## src/rtl/memwb_stage.sv

```systemverilog
// MEM/WB pipeline stage: sequences memory operations against the memory stage,
// registers the final scalar/vector result and drives one-cycle register-file write enables.
module memwb_stage #(
  parameter int unsigned I = 20,
  parameter int unsigned L = 8,
  parameter int unsigned R = 5,
  parameter int unsigned T = 255
) (
  input  logic             clk,
  input  logic             rst,
  input  logic             valid_i,
  input  logic             mem_op_i,
  input  logic [1:0]       op_type_i,
  input  logic             wb_en_i,
  input  logic             wb_sel_i,
  input  logic [R-1:0]     rd_i,
  input  logic [L-1:0]     aluResultS_i,
  input  logic [I*L-1:0]   aluResultV_i,
  input  logic [L-1:0]     scalar_mem_i,
  input  logic [I*L-1:0]   vector_mem_i,
  input  logic             mem_finished_i,
  input  logic             flush_i,
  output logic             stall_o,
  output logic             mem_rst_o,
  output logic             wb_valid_o,
  output logic             we_sca_o,
  output logic             we_vec_o,
  output logic [R-1:0]     wa_o,
  output logic [L-1:0]     wd_sca_o,
  output logic [I*L-1:0]   wd_vec_o,
  output logic             mem_timeout_o
);

  localparam int unsigned CW = $clog2(T + 1);

  typedef enum logic {IDLE, WAIT} state_t;

  state_t           state_q, state_d;
  logic [CW-1:0]    cnt_q, cnt_d;
  logic             wb_valid_q, wb_valid_d;
  logic             we_sca_q, we_sca_d;
  logic             we_vec_q, we_vec_d;
  logic [R-1:0]     wa_q, wa_d;
  logic [L-1:0]     wd_sca_q, wd_sca_d;
  logic [I*L-1:0]   wd_vec_q, wd_vec_d;
  logic             timeout_q, timeout_d;
  logic             capture;
  logic             stall;
  logic             mem_rst;

  always_comb begin
    state_d   = state_q;
    cnt_d     = cnt_q;
    timeout_d = timeout_q;
    capture   = 1'b0;
    stall     = 1'b0;
    mem_rst   = 1'b0;
    unique case (state_q)
      IDLE: begin
        // mem_finished_i is deliberately ignored here: a stale done flag must not retire a new op
        if (valid_i && !flush_i) begin
          if (mem_op_i) begin
            mem_rst = 1'b1;
            stall   = 1'b1;
            cnt_d   = '0;
            state_d = WAIT;
          end else begin
            capture = 1'b1;
          end
        end
      end
      WAIT: begin
        cnt_d = cnt_q + CW'(1);
        if (flush_i) begin
          state_d = IDLE;
        end else if (mem_finished_i) begin
          capture = 1'b1;
          state_d = IDLE;
        end else if (cnt_q == CW'(T - 1)) begin
          timeout_d = 1'b1;
          state_d   = IDLE;
        end else begin
          stall = 1'b1;
        end
      end
      default: state_d = IDLE;
    endcase
  end

  always_comb begin
    wb_valid_d = capture;
    we_vec_d   = capture & wb_en_i & op_type_i[1];
    we_sca_d   = capture & wb_en_i & ~op_type_i[1] & op_type_i[0];
    wa_d       = capture ? rd_i : wa_q;
    wd_sca_d   = wd_sca_q;
    wd_vec_d   = wd_vec_q;
    if (capture) begin
      wd_sca_d = wb_sel_i ? scalar_mem_i : aluResultS_i;
      wd_vec_d = wb_sel_i ? vector_mem_i : aluResultV_i;
    end
  end

  always_ff @(posedge clk) begin
    if (rst) begin
      state_q    <= IDLE;
      cnt_q      <= '0;
      wb_valid_q <= 1'b0;
      we_sca_q   <= 1'b0;
      we_vec_q   <= 1'b0;
      wa_q       <= '0;
      wd_sca_q   <= '0;
      wd_vec_q   <= '0;
      timeout_q  <= 1'b0;
    end else begin
      state_q    <= state_d;
      cnt_q      <= cnt_d;
      wb_valid_q <= wb_valid_d;
      we_sca_q   <= we_sca_d;
      we_vec_q   <= we_vec_d;
      wa_q       <= wa_d;
      wd_sca_q   <= wd_sca_d;
      wd_vec_q   <= wd_vec_d;
      timeout_q  <= timeout_d;
    end
  end

  // Handshake outputs are held low while reset is asserted so every output reads 0 in reset.
  assign stall_o       = stall & ~rst;
  assign mem_rst_o     = mem_rst & ~rst;
  assign wb_valid_o    = wb_valid_q;
  assign we_sca_o      = we_sca_q;
  assign we_vec_o      = we_vec_q;
  assign wa_o          = wa_q;
  assign wd_sca_o      = wd_sca_q;
  assign wd_vec_o      = wd_vec_q;
  assign mem_timeout_o = timeout_q;

endmodule

```

## config.mk

```make
export PLATFORM = sky130hd
export DESIGN_NAME = memwb_stage
export DESIGN_NICKNAME = d
export VERILOG_FILES = /design/src/rtl/memwb_stage.sv
export SDC_FILE = /design/constraint.sdc
export NUM_CORES = 1
export LEC_CHECK = 0
export CORE_AREA = 2 2 209 211
export DETAILED_ROUTE_END_ITERATION = 8
export DIE_AREA = 0 0 211 213
export PLACE_DENSITY = 0.58
export SYNTH_ARGS = -nofsm -noshare
export SYNTH_HDL_FRONTEND = slang
export SYNTH_SLANG_ARGS = --single-unit
```

## constraint.sdc

```tcl
create_clock -name clk -period 2 [get_ports clk]
set_clock_uncertainty 0.1 [all_clocks]
set_input_delay 0.2 -clock clk [delete_from_list [all_inputs] [get_ports clk]]
set_output_delay 0.2 -clock clk [all_outputs]
set_load 0.02 [all_outputs]
```

==> results of run 1 <==
==> cell usage after synthesis (2+ instances only) <==
cell type / count
dfxtp_1: 186
nor3_1: 172
a211oi_2: 168
mux2i_1: 168
clkbuf_1: 43
buf_2: 32
buf_6: 20
nand2_1: 6
a31o_2: 5
nor4b_1: 5
o21ai_0: 5
buf_4: 4
nand3_1: 4
nor2_1: 4
or4_1: 4
inv_1: 3
nand4_1: 3
a31o_1: 2
ha_1: 2
o22ai_1: 2
o32ai_1: 2
==> power by group <==
part	total, mW	internal [mW]	switching [mW]
clock	3.24	1.76	1.48
sequential	4.03	3.92	0.113
combinational	2.72	1.50	1.22
total	9.99	7.18	2.81
==> logic make-up (layout without fill, tap and decap cells) <==
| kind of cell | Yosys count | in the layout | share of synthesized area, % |
|---|---|---|---|
| AO/OA/AOI/OAI | 188 | 188 | 24.0 |
| adder cells (fa/ha/maj) | 2 | 2 | 0.267 |
| buffers and inverters | 103 | 656 | 6.33 |
| multiplexers | 168 | 168 | 18.0 |
| flip-flops | 186 | 186 | 39.8 |
| AND/OR/NAND/NOR | 205 | 205 | 11.6 |
==> worst register-to-register path: stages, from the launching register on <==
cell and delay (ns):
dfxtp_2 0.32, buf_4 0.16, nor4b_4 0.33, buf_4 0.18
or2_4 0.16, buf_12 0.17, buf_12 0.19, a211oi_2 0.09
==> sequential cells by signal (all words and copies together), names as in the netlist <==
name / flops
wd_vec_o: 160
cnt_q: 8
wd_sca_o: 8
wa_o: 5
mem_timeout_o: 1
state_q: 1
wb_valid_o: 1
we_sca_o: 1
we_vec_o: 1
==> routing by layer <==
metal	wire length, µm	vias up	part of all wire, %
li1	-	4327	-
met1	15200	4242	42
met2	18600	242	52
met3	1870	20	5.2
met4	331	0	0.92
met5	0	-	0
==> through the flow <==
stage / utilization, % / power (mW) / std cells / hold slack (ns) / TNS (ns)
4_1_cts: 38.1 / 10.2 / 1951 / 0.0575 / 0
2_1_floorplan: - / 5.37 / 852 / 0.218 / 0
3_5_place_dp: 36.8 / 6.87 / 1922 / 0.355 / -13.88
6_report: 38.1 / 9.99 / 1951 / 0.118 / 0
5_1_grt: 38.1 / 10.5 / 1951 / 0.0933 / -0.0208
3_3_place_gp: 36.8 / 6.83 / 1922 / 0.350 / -12.80
==> timing repair <==
action                                  in CTS  in global routing
endpoints found under the setup margin       2                  2
gates resized for setup                      7                  8
hold buffers                                 0                  0
cloned                                       0                  0
pin swaps                                    1                  1
hold endpoints to repair                     0                  0
==> cell type report <==
class	instances	share of cell area (%)
tap	546	4.20
sequential	186	22.9
timing repair buffer	623	38.4
inverter	4	0.0922
clock buffer	22	2.85
multi-input combinational	563	31.1
clock inverter	7	0.438
==> worst paths after layout <==
check / endpoint / slack [ns] / depth (start not counted)
setup / recovery: stall_o / 0.06 / 4
hold / removal: state_q$_SDFF_PP0_ / 0.12 / 4
setup reg to reg: wd_vec_o[18]$_SDFFE_PP0P_ / 0.14 / 7
hold reg to reg: mem_timeout_o$_SDFFE_PP0P_ / 0.37 / 2
==> summary.txt, run 1 <==
number of enable flip-flop cells after synthesis = 0
Yosys top cell by area = dfxtp_1
Seq cells post-synth = 186
Post-CTS Setup Bufs = 0
initial core utilization = 21.9%
highest clock rate = 0.517 GHz
top cell type's share of synthesized area = 39.8%
pin count of the biggest net entering global routing = 113
Power Density = 614 mW/mm²
Final Wtd Congestion = 0.781
DRT antenna net count = 0
WP data arrival = 1.64 ns
WL/cell = 18.4 µm
area of the mapped netlist = 0.00935 mm²
YS warnings = 0
slowest stage delay, CP = 0.55 ns
num rows = 76
Synth-to-Final Area Change = 74.1%
sequential area share after synthesis = 39.8%
Longest Clk Path Bufs = 2
CTS tree = yes
Critical Path RT = 1.70 ns
grt met2 use = 27.9%
FFs w/ async S/R, synth = 0%
Tmin final = 1.94 ns
H-tree lvl count = 4
Slew Viols, Final = 0
max_cap viols = 0
Post-Place Worst Slack = -0.238 ns
Core ar. = 0.0427 mm²
fill cell count = 4240
slew margin rel. = 42.0%
drt initial violations = 280
kind of start point of the critical path = flip-flop
Total GRT Usage = 15.4%
worst-margin pin slew = 0.870 ns
Root Driver = clkbuf_16
crit path max fanout = 2
crit path from = state_q$_SDFF_PP0_
NumNets Final = 1748
# IOs = 530
Worst-Skew Late Latency = 0.44 ns
Diodes inserted = 0
Remaining DRCs = 0
final period utilization = 96.8%
most common cell after layout, fill and taps aside = clkdlybuf4s50_1
Reg clk slew, reported paths = 0.07 ns
Num CTS Buffers = 17
Setup Viol. Count Final = 0
status = completed
Via Count = 8831
Crit path buffers/inverters = 2
placed wire-length estimate = 28000 µm
worst hold path type = in2reg
Post-Syn Instances = 852
Crit. End Element = output port
met3 Use GR = 3.82%
most frequent cells in the layout = clkdlybuf4s50_1, dfxtp_1, nor3_1, mux2i_1, a211oi_2
Die ar. = 0.0449 mm²
Mean Syn Cell Area = 11.0 µm²
GRT overflow = 0
hold_sp = rst
Die H = 213 µm
gr busiest metal = met2
synth top area cells = dfxtp_1, a211oi_2, mux2i_1
R2R Path Start = state_q$_SDFF_PP0_
CP delay by family, top = simple AND/OR/NAND/NOR gates
Max stage delay cell, worst path = or4_4
Post-Place Cell Area = 0.0157 mm²
layout cells sized above 1 = 21.6%
RSZ-0062 raised after global routing = true
Routed WL = 36000 µm
Syn Nets = 1205
vias per std cell = 4.53
Cell variety after synth = 33
maximum vdd drop = 0.554 mV
multi-input logic area = 0.00507 mm²
Final Hold Viols = 0
CTS sink count = 186
first-pass GRT wire length = 53200 µm
register area = 0.00372 mm²
Worst Path Class, Setup = reg2out
leak pwr = 5.93 nW
M1 GR Usage = 18.2%
port bufs = 529
Final WS setup = 0.0639 ns
vias in the first global route = 9082
fin area = 0.0163 mm²
critical-path cell list = inv_1, or4_4, o22ai_4, buf_6
Synth Flop Type = dfxtp_1
Initial DRT Pass Iterations = 5
initial antenna violation count = 0
Die Wd = 211 µm
No activity file was read; power rests on OpenSTA's default activity.
==> inputs of run 2 (changes only) <==
- CTS_CLUSTER_DIAMETER: default -> 30
- SETUP_SLACK_MARGIN: default -> 0.02
==> results of run 2 <==
No change in the layout: final DEF, timing and power equal those of run 1.
Among the figures that moved: number of gates resized after CTS 7 -> 8
==> inputs of run 3 (changes only) <==
- MAX_ROUTING_LAYER: default -> met4
- SKIP_LAST_GASP: default -> 1
==> run 3 against run 2 <==
- routed wire length shrank 0.14%
- final area is essentially flat
- register-to-register slack gained 0.02 ns
- clock power is essentially flat
- non-clock buffer count grew 1
- sequential power is essentially flat
- count of clock-buffer cells in the layout is the same
- largest cell class unchanged
==> summary.txt, run 3 (synthesis results as in run 1) <==
Final WS setup = 0.0272 ns (-0.0367 ns)
max_cap viols = 0 (unchanged)
H-tree lvl count = 4 (unchanged)
most common cell after layout, fill and taps aside = clkdlybuf4s50_1
Longest Clk Path Bufs = 2 (unchanged)
num rows = 76 (unchanged)
port bufs = 529 (unchanged)
crit path max fanout = 2 (unchanged)
CTS tree = yes
hold_sp = rst
Root Driver = clkbuf_16
first-pass GRT wire length = 53000 µm (-0.34%)
Total GRT Usage = 15.8% (+0.41 points)
WP data arrival = 1.67 ns (+0.03 ns)
Worst-Skew Late Latency = 0.44 ns (about the same)
CP delay by family, top = simple AND/OR/NAND/NOR gates
layout cells sized above 1 = 21.7% (+0.056 points)
placed wire-length estimate = 28000 µm (unchanged)
Setup Viol. Count Final = 0 (unchanged)
Max stage delay cell, worst path = or4_4
Reg2Reg Depth = 7 (unchanged)
status = completed
reg-to-reg slack, setup = 0.16 ns (+0.02 ns)
CTS sink count = 186 (unchanged)
max FFs per register = 160 (unchanged)
most frequent cells in the layout = clkdlybuf4s50_1, dfxtp_1, nor3_1, mux2i_1, a211oi_2
Hold-fix buffers, CTS = 0 (unchanged)
worst-margin pin slew = 0.874 ns (+0.00436 ns)
vias per std cell = 4.54 (+0.33%)
Remaining DRCs = 0 (unchanged)
# IOs = 530 (unchanged)
leak pwr = 5.93 nW (about the same)
vias in the first global route = 9098 (+0.18%)
Worst Path Class, Setup = reg2out
Post-Place Worst Slack = -0.238 ns (unchanged)
Synth-to-Final Area Change = 74.0% (about the same)
R2R Path Start = state_q$_SDFF_PP0_
Die ar. = 0.0449 mm² (unchanged)
initial antenna violation count = 0 (unchanged)
drt initial violations = 257 (-8.2%)
Via Count = 8865 (+0.39%)
critical-path cell list = inv_1, or4_4, o22ai_2, buf_2
Reg clk slew, reported paths = 0.07 ns (about the same)
Tmin final = 1.97 ns (+0.0367 ns)
slew margin rel. = 41.7% (-0.29 points)
kind of start point of the critical path = flip-flop
Post-Place Cell Area = 0.0157 mm² (unchanged)
NumNets Final = 1749 (+0.057%)
Hold EP = state_q$_SDFF_PP0_
Core ar. = 0.0427 mm² (unchanged)
pin count of the biggest net entering global routing = 113 (unchanged)
Hold Crit Depth = 4 (unchanged)
Final Hold Viols = 0 (unchanged)
Routed WL = 35900 µm (-0.14%)
Die Wd = 211 µm (unchanged)
RSZ-0062 raised after global routing = true
Final Wtd Congestion = 0.791 (+1.4%)
highest clock rate = 0.507 GHz (-1.9%)
slowest stage delay, CP = 0.55 ns (about the same)
R2R Path End = wd_vec_o[18]$_SDFFE_PP0P_
maximum vdd drop = 0.552 mV (-0.23%)
Die H = 213 µm (unchanged)
WL/cell = 18.4 µm (-0.20%)
Crit. End Element = output port
Initial DRT Pass Iterations = 4 (-1)
Slew Viols, Final = 0 (unchanged)
initial core utilization = 21.9% (unchanged)
Num CTS Buffers = 17 (unchanged)
fin area = 0.0163 mm² (about the same)
fill cell count = 4240 (unchanged)
DRT antenna net count = 0 (unchanged)
final period utilization = 98.6% (+1.8 points)
Critical Path RT = 1.70 ns (about the same)
Diodes inserted = 0 (unchanged)
worst hold path type = in2reg
GRT overflow = 0 (unchanged)
total power = 9.99 mW (about the same)
Crit path buffers/inverters = 2 (unchanged)
Power Density = 614 mW/mm² (about the same)
-- run 3: cell count changes in the layout (fill, tap and decap cells not counted) --
cell     delta
o22ai_2     +1
o22ai_4     -1
buf_2       +1
nor2_2      +1
nor2_4      -1
buf_6       -1
buf_4       +1
-- run 3: report_power, final --
part           switching (mW)  internal, mW  leakage [nW]
Sequential              0.113          3.92          1.52
Combinational            1.22          1.50          4.15
Clock                    1.47          1.76         0.266
Total                    2.81          7.18          5.93
-- run 3: how the worst max path moves through the flow --
stage                       start  endpoint  slack, ns  depth (start not counted)
2_1_floorplan  state_q$_SDFF_PP0_   stall_o       0.27                          4
3_5_place_dp              flush_i   stall_o      -0.24                          4
5_1_grt        state_q$_SDFF_PP0_   stall_o      -0.03                          4
6_report       state_q$_SDFF_PP0_   stall_o       0.03                          4
4_1_cts        state_q$_SDFF_PP0_   stall_o      -0.22                          4
3_3_place_gp              flush_i   stall_o      -0.25                          4
-- run 3: routing by layer --
layer	GRT usage [%]	vias to the layer above	part of all wire, %
li1	-	4332	-
met5	-	-	0
met4	3.74	0	0.99
met2	27.7	240	52
met3	3.68	20	5.2
met1	18.3	4273	42
-- run 3: what timing repair did --
| item | in CTS | in global routing |
|---|---|---|
| gates cloned | 0 | 0 |
| setup endpoints to repair | 2 | 2 |
| setup buffers | 0 | 1 |
| pin swaps | 0 | 2 |
| gates resized for setup | 2 | 9 |
-- run 3: layout make-up --
type | count | area [µm²] | area share [%]
timing repair buffer | 624 | 6260 | 38.5
multi-input combinational | 563 | 5050 | 31.1
inverter | 4 | 15.0 | 0.0923
clock inverter | 7 | 71.3 | 0.438
clock buffer | 22 | 464 | 2.85
sequential | 186 | 3720 | 22.9
tap | 546 | 683 | 4.20
-- run 3: worst reg2reg max path: cells and delay by family (launching register included) --
family	cells	cell delay, ns
compound gates	1	0.09
buf+inv	4	0.70
flops	1	0.32
simple gates	2	0.48
-- run 3: stage by stage --
stage                     hold slack [ns]  util, %  setup TNS [ns]  cells
after detailed placement            0.355     36.8          -13.88   1922
final                               0.102     38.1               0   1952
after floorplan                     0.218        -               0    852
after CTS                          0.0635     38.1          -0.223   1951
after global routing               0.0768     38.1         -0.0348   1952
after global placement              0.350     36.8          -12.80   1922
